### config.mk
export PLATFORM = sky130hd
export DESIGN_NAME = count_run_controller
export DESIGN_NICKNAME = d
export VERILOG_FILES = /design/src/rtl/count_run_controller.sv
export SDC_FILE = /design/constraint.sdc
export NUM_CORES = 1
export LEC_CHECK = 0
export BUFFER_PORTS_ARGS = -buffer_cell sky130_fd_sc_hd__buf_2
export CORE_MARGIN = 1
export CORE_UTILIZATION = 55
export CTS_CLUSTER_DIAMETER = 80
export DETAILED_ROUTE_END_ITERATION = 8
export PLACE_DENSITY = 0.71
export SLEW_MARGIN = 20
export SYNTH_ARGS = -nofsm -noshare
export SYNTH_HDL_FRONTEND = slang
export SYNTH_SLANG_ARGS = --single-unit
### constraint.sdc
create_clock -name clk_100MHz -period 4 [get_ports clk_100MHz]
set_input_delay 0.2 -clock clk_100MHz [delete_from_list [all_inputs] [get_ports clk_100MHz]]
set_output_delay 0.2 -clock clk_100MHz [all_outputs]
set_load 0.005 [all_outputs]
### src/rtl/count_run_controller.sv
`default_nettype none
// +--------------------------------------------------------------------------+
// | count_run_controller                                                      |
// | Button debounce, paced count-enable tick, direction and IDLE/RUN/PAUSE/  |
// | DONE sequencing for the 4-digit up/down 7-segment counter.               |
// | Revision: 1.0                                                            |
// +--------------------------------------------------------------------------+
module count_run_controller #(
   parameter int CLK_HZ          = 100_000_000,
   parameter int TICK_HZ         = 1,
   parameter int DEBOUNCE_CYCLES = 1_000_000
) (
   input  logic       clk_100MHz,
   input  logic       reset,
   input  logic       start,
   input  logic       pause,
   input  logic       progressive,
   input  logic       regressive,
   input  logic       finish,
   output logic       enable,
   output logic       forward,
   output logic       clear,
   output logic [1:0] state,
   output logic       running
);

   localparam int DIV = CLK_HZ / TICK_HZ;
   localparam int PW  = (DIV > 2) ? $clog2(DIV) : 1;
   localparam int DBW = (DEBOUNCE_CYCLES > 1) ? $clog2(DEBOUNCE_CYCLES + 1) : 1;

   localparam logic [PW-1:0]  c_PRESC_MAX = PW'(DIV - 1);
   localparam logic [DBW-1:0] c_DB_MAX    = DBW'(DEBOUNCE_CYCLES - 1);

   localparam logic [1:0] S_IDLE  = 2'b00;
   localparam logic [1:0] S_RUN   = 2'b01;
   localparam logic [1:0] S_PAUSE = 2'b10;
   localparam logic [1:0] S_DONE  = 2'b11;

   logic [3:0]    w_raw;
   logic [3:0]    w_press;
   logic          w_start_p;
   logic          w_pause_p;
   logic          w_prog_p;
   logic          w_regr_p;

   logic [1:0]    r_state;
   logic [1:0]    w_next;
   logic          w_clear_nxt;
   logic          r_enable;
   logic          r_clear;
   logic          r_forward;
   logic [PW-1:0] r_presc;

   assign w_raw = {regressive, progressive, pause, start};

   // Each button: 2-FF sync, level accepted after c_DB_MAX+1 stable cycles, rising-edge pulse.
   for (genvar gi = 0; gi < 4; gi++) begin : g_btn
      logic           r_s1;
      logic           r_s2;
      logic           r_lvl;
      logic           r_lvl_d;
      logic [DBW-1:0] r_cnt;

      always_ff @(posedge clk_100MHz) begin
         if (reset) begin
            r_s1    <= 1'b0;
            r_s2    <= 1'b0;
            r_lvl   <= 1'b0;
            r_lvl_d <= 1'b0;
            r_cnt   <= '0;
         end else begin
            r_s1    <= w_raw[gi];
            r_s2    <= r_s1;
            r_lvl_d <= r_lvl;
            if (r_s2 == r_lvl) begin
               r_cnt <= '0;
            end else if (r_cnt == c_DB_MAX) begin
               r_cnt <= '0;
               r_lvl <= r_s2;
            end else begin
               r_cnt <= r_cnt + 1'b1;
            end
         end
      end

      assign w_press[gi] = r_lvl & ~r_lvl_d;
   end

   assign w_start_p = w_press[0];
   assign w_pause_p = w_press[1];
   assign w_prog_p  = w_press[2];
   assign w_regr_p  = w_press[3];

   always_comb begin
      w_next      = r_state;
      w_clear_nxt = 1'b0;
      case (r_state)
         S_IDLE, S_DONE: begin
            if (w_start_p) begin
               w_next      = S_RUN;
               w_clear_nxt = 1'b1;
            end
         end
         S_RUN: begin
            // A finish still high from before the reload is stale while clear is out.
            if (finish && !r_clear) begin
               w_next = S_DONE;
            end else if (w_pause_p) begin
               w_next = S_PAUSE;
            end
         end
         S_PAUSE: begin
            if (w_start_p || w_pause_p) begin
               w_next = S_RUN;
            end
         end
         default: w_next = S_IDLE;
      endcase
   end

   always_ff @(posedge clk_100MHz) begin
      if (reset) begin
         r_state   <= S_IDLE;
         r_enable  <= 1'b0;
         r_clear   <= 1'b0;
         r_forward <= 1'b1;
         r_presc   <= '0;
      end else begin
         r_state  <= w_next;
         r_clear  <= w_clear_nxt;
         r_enable <= (r_state == S_RUN) && (r_presc == c_PRESC_MAX) && !finish && !r_clear;

         if (w_clear_nxt) begin
            r_presc <= '0;
         end else if (r_state == S_RUN) begin
            r_presc <= (r_presc == c_PRESC_MAX) ? '0 : r_presc + 1'b1;
         end

         if (r_state != S_RUN) begin
            if (w_prog_p && !w_regr_p) begin
               r_forward <= 1'b1;
            end else if (w_regr_p && !w_prog_p) begin
               r_forward <= 1'b0;
            end
         end
      end
   end

   assign enable  = r_enable;
   assign clear   = r_clear;
   assign forward = r_forward;
   assign state   = r_state;
   assign running = (r_state == S_RUN);

endmodule
`default_nettype wire

# [Word-level counts from Yosys, hierarchy flattened]
# Index checks and enable logic that the tools add are counted.
[classes] add_sub_neg=5 mul=0 div=0 magnitude_cmp=0 n_eq_ne=16 shifts=0 n_mux=10 bitwise=12 reduce_logical=25
[ops] operator="20-bit by 1-bit adder with 20-bit output, second input constant" n=4
[ops] operator="20-bit equality test, second input constant" n=4
[ops] operator="27-bit by 1-bit adder with 27-bit output, second input constant" n=1
[ops] operator="27-bit equality test, second input constant" n=1
[ops] operator="27-bit two-way mux" n=1
[ops] operator="3-bit OR reduction" n=4
[ops] operator="2-bit AND reduction" n=5
[ops] operator="2-bit two-way mux" n=4
[ops] operator="1-bit NOT" n=8
[ops] operator="1-bit logical AND" n=6
[ops] operator="2-bit one-hot mux with 3 select lines" n=1
[ops] operator="1-bit bitwise AND" n=4
[ops] operator="1-bit equality test" n=4
[ops] operator="2-bit equality test, second input constant" n=2
[ops] operator="1-bit logical NOT" n=4
[ops] operator="1-bit two-way mux" n=4
[ops] operator="2-bit inequality test, second input constant" n=2
[ops] operator="2-bit OR reduction" n=2
[ops] operator="3-bit by 1-bit inequality test with 1-bit output, second input constant" n=1
[ops] operator="3-bit AND reduction" n=1
[ops] operator="2-bit by 1-bit equality test with 1-bit output, second input constant" n=1
[ops] operator="2-bit logical NOT" n=1
[ops] operator="2-bit by 1-bit inequality test with 1-bit output, second input constant" n=1
[ops] operator="2-bit nonzero test" n=1
[ops] operator="1-bit logical OR" n=1
[totals] reg_bits=128 latch_bits=0 ram_bits=0 romBits=0 in_bits=7 wordCells=93 mem_count=0

# [Logic depth before layout (Yosys ltp)]
[depth] depth_word=6 depth_mapped=9 mapped_depth_nobuf=7

# [Worst setup path after synthesis]
# No wires, ideal clock.
[synth_timing] path_kind="register to register" startpoint="register g_btn[0].r_cnt[0]" endpoint="register g_btn[0].r_cnt[15]" setup_ns=0.117 arrival_ns=1.788 slack_ns=2.094 stages_incl_launch_ff=9 n_path_buf=2 cell_sequence="dfxtp_1 -> ha_1 -> and3_1 -> nand3_1 -> nor3_1 -> or2_2 -> clkbuf_1 -> buf_2 -> nor2_1"
[synth_via] elab_chain_len=2 word_cells_on_any_way=3 cone_classes="add/sub: 1; eq/ne: 1; reduce/logical: 1"
[synth_lines] item="start: declaration" line="62" rtl="logic [DBW-1:0] r_cnt;"
[synth_lines] item="start signal: assignment" line="81" rtl="r_cnt <= r_cnt + 1'b1;"
[synth_lines] item="branches (longest 2 deep; another with 20-bit by 1-bit adder with 20-bit output)"
# Several ways; the timed one is not identified.
# A chain may end at the register's enable or synchronous reset.

# [Worst setup path in the final report]
[layout_timing] startpoint="register r_state[1] (netlist: state[1])" endpoint="register r_presc[24]"
[layout_via] elab_chain_len=4 word_cells_on_any_way=6 cone_classes="eq/ne: 2; mux: 1; reduce/logical: 3"
[layout_lines] item="start: declaration" line="46" rtl="logic [1:0] r_state;"
[layout_lines] item="start signal: assignment" line="129" rtl="r_state <= w_next;"
[layout_lines] item="2-bit equality test or 2-bit logical NOT (tied branches)" line="97" rtl="case (r_state)"
[layout_lines] item="2-bit OR reduction" line="97"
[layout_lines] item="1-bit two-way mux" line="97"
[layout_lines] item="2-bit OR reduction (no source line)"
[layout_lines] item="end signal: assignment" line="136" rtl="r_presc <= (r_presc == c_PRESC_MAX) ? '0 : r_presc + 1'b1;"
[layout_lines] item="end: declaration" line="52" rtl="logic [PW-1:0] r_presc;"
# Several ways; a longest one is shown, not always the timed one.

==> metrics.cfg <==
[clock_network]
cts_root_buf = clkbuf_8
cts_num_sinks = 128
cts_resized = 0
htreeDepth = 4
clock_path_buffers = 2
path_clk_slew_ns = 0.06
cts_tree = done
clock_latency_ns = 0.53
numCtsBuffers = 17

[floorplanning]
dieArea_sq_um = 10500
die_h_um = 102
io_pins = 13
start_util = 0.566
coreArea_sq_um = 9770
fp-row-count = 36
die-width_um = 102

[placement]
numPortBuffers = 12
dp_hpwl_um = 6630
gp_routability_congestion = 0.800
placed_cells = 762

[global_route]
antenna_found_initial = 0
grt_pass1_vias = 3881
grt_use_total = 0.208
overflow = 0
grt_max_degree = 27
grt_first_pass_wirelength_um = 16700

[logic_synthesis]
seq_area_frac_synth = 0.464
syn-num-nets = 649
avgSynthCellArea_sq_um = 8.72
syn_inst = 634
ys.flop_type = dfxtp_1
async_reset_ff_frac = 0
syn_area_sq_um = 5530
synthDistinctLibCells = 38
yosysWarnings = 0
synth-edff-count = 0
synth_seq_cells = 128

[sta]
finClkSkew_ns = 0.00576
rsz0062_at_grt = no
setup_viol = 0
hold_viol_final = 0
period_share = 0.648
slew_headroom = 0.556
whs_ns = 0.0919
fin_tns_setup_ns = 0
max_freq_mhz = 386
tightestPinTransition_ns = 0.665
drv_slew = 0
finalCriticalPeriod_ns = 2.59

[layout]
n_antenna_cell = 0
final_nets = 668
fillers = 819
layout-drive-gt1-share = 0.0796
syn2layout_area_growth_pct = 14.8
layoutNonFillerInstCount = 799

[power]
ir_drop_v = 0.000357
p_leak_nw = 2.15
powerDensity_nw_per_um2 = 483

[detailed_routing]
drc = 0
drt_wl_total_um = 9960
drt_first_pass_iters = 6
drt_iter0_drc = 168
wl_per_cell_um = 12.5
vias = 4208
ant_nets = 0
vias_per_cell = 5.27

[critical_path]
endpoint_kind = flip-flop
r2r_slack_ns = 1.41
r2r-end = r_presc[24]$_SDFFE_PP0N_
critPathKind = reg2reg
worstPathArrival_ns = 2.98
startpoint_type = flip-flop
cp_max_fo = 18
r2r-start = state[1]$_SDFFE_PP0P_
required_ns = 4.39
ff2ff_path_depth = 6

[min_path]
hold_end = g_btn[1].r_lvl$_SDFFE_PP0P_
hp-class = in2reg
worstHoldStart = reset
whs_path_depth = 2

[run]
maxCapViolCount = 0

[status]
status = completed

## Yosys cell counts (all sizes together), types with 2 or more instances
cell type  count  area (sq um)
a21oi         10          50.1
ha             8           100
buf            9          50.0
nor4b          4          35.0
nor4          12          75.1
nand2b         8          50.1
clkbuf         8          30.0
or2            5          31.3
dfxtp        128          2560
nand4         27           184
or4            3          22.5
xor2          50           438
and3          17           106
nand2         43           161
nor2         130           488
o21ai          3          15.0
inv           15          56.3
a31oi          3          18.8
xnor2         44           385
mux2i          5          50.1
nand3         40           200
and4          10          90.1
and2           5          31.3
nand3b         2          15.0
or3            4          25.0
nor3          17          85.1
nor2b         16           100
## how the worst max path moves through the flow
stage / from / endpoint / slack [ns] / cells past startpoint
final: state[1]$_SDFFE_PP0P_ / r_presc[24]$_SDFFE_PP0N_ / 1.41 / 6
after global routing: state[1]$_SDFFE_PP0P_ / r_presc[24]$_SDFFE_PP0N_ / 1.10 / 6
after CTS: state[1]$_SDFFE_PP0P_ / r_presc[24]$_SDFFE_PP0N_ / 1.40 / 6
after detailed placement: state[1]$_SDFFE_PP0P_ / r_presc[24]$_SDFFE_PP0N_ / 1.40 / 6
after global placement: state[1]$_SDFFE_PP0P_ / r_presc[24]$_SDFFE_PP0N_ / 1.52 / 6
after floorplan: g_btn[0].r_cnt[0]$_SDFF_PP0_ / g_btn[0].r_cnt[15]$_SDFF_PP0_ / 2.09 / 8
## placed cells by master (no fill, tap or decap), types with 15 or more instances in the layout
| master | netlist | final |
|---|---|---|
| xor2_1 | 50 | 50 |
| nand4_1 | 26 | 26 |
| inv_1 | 15 | 15 |
| xnor2_1 | 44 | 44 |
| dfxtp_1 | 128 | 128 |
| nand2_1 | 43 | 43 |
| nand3_1 | 40 | 40 |
| nor2b_1 | 16 | 16 |
| clkbuf_16 | 0 | 16 |
| nor3_1 | 17 | 17 |
| nor2_1 | 130 | 130 |
| and3_1 | 17 | 17 |
## worst max-delay path: stages (launching register included)
cell and delay (ns):
dfxtp_1 0.33, inv_1 0.06, ha_1 0.41, and4_1 0.34
nand3_1 0.46, o21bai_2 0.74, nor2_1 0.11
## metal layers
layer  part of all wire  track usage  vias up  wire length [um]
met2               0.48        0.347       51              4770
met4              0.013       0.0890        0               130
met5                  0            0        -                 0
met3              0.033       0.0746       10               326
met1               0.47        0.240     1976              4730
li1                   -            -     2171                 -
## report_power, final
group / total (mW) / internal (mW) / switching [mW]
clock: 1.60 / 1.02 / 0.584
combinational: 0.152 / 0.0651 / 0.0867
sequential: 1.31 / 1.30 / 0.0175
total: 3.07 / 2.38 / 0.689
## flip-flops by register name, summed over array words and instances (netlist names)
| name | flops |
|---|---|
| r_presc | 27 |
| g_btn.r_lvl | 4 |
| g_btn.r_cnt | 80 |
| forward | 1 |
| state | 2 |
| clear | 1 |
| g_btn.r_s2 | 4 |
| g_btn.r_lvl_d | 4 |
| g_btn.r_s1 | 4 |
| enable | 1 |
## area by class of cell
type                    instances  area [sq um]  area share
multi-input cells             474          2830       0.446
flip-flops and latches        128          2560       0.404
clock buffers                  17           414      0.0653
clock inverters                15           206      0.0325
well taps                     133           166      0.0262
repair buffers                 17           110      0.0174
inverters                      15          56.3     0.00887
## cells by family after synthesis
kind of cell               after synthesis  synth area share
AOI/OAI and AO/OA                       20            0.0215
xor gates and xnor gates                94             0.149
adders and majority gates                8            0.0181
buffers and inverters                   32            0.0247
DFF                                    128             0.464
muxes                                    5           0.00905
and+or+nand+nor                        347             0.314
## what timing repair did
action / CTS / global route
hold endpoints to repair: 5 / 0
hold buffers: 5 / 0
buffers inserted: 0 / 0
## through the flow
| step | total power [mW] | setup WS [ns] | cell area (sq um) | util |
|---|---|---|---|---|
| detailed placement | 1.49 | 1.40 | 5670 | 0.581 |
| global route | 3.18 | 1.10 | 6340 | 0.649 |
| global placement | 1.48 | 1.52 | 5670 | 0.581 |
| finish | 3.07 | 1.41 | 6340 | 0.649 |
| floorplan | 1.45 | 2.09 | 5530 | - |
| CTS | 3.09 | 1.40 | 6340 | 0.649 |
(Power assumes the default switching activity.)
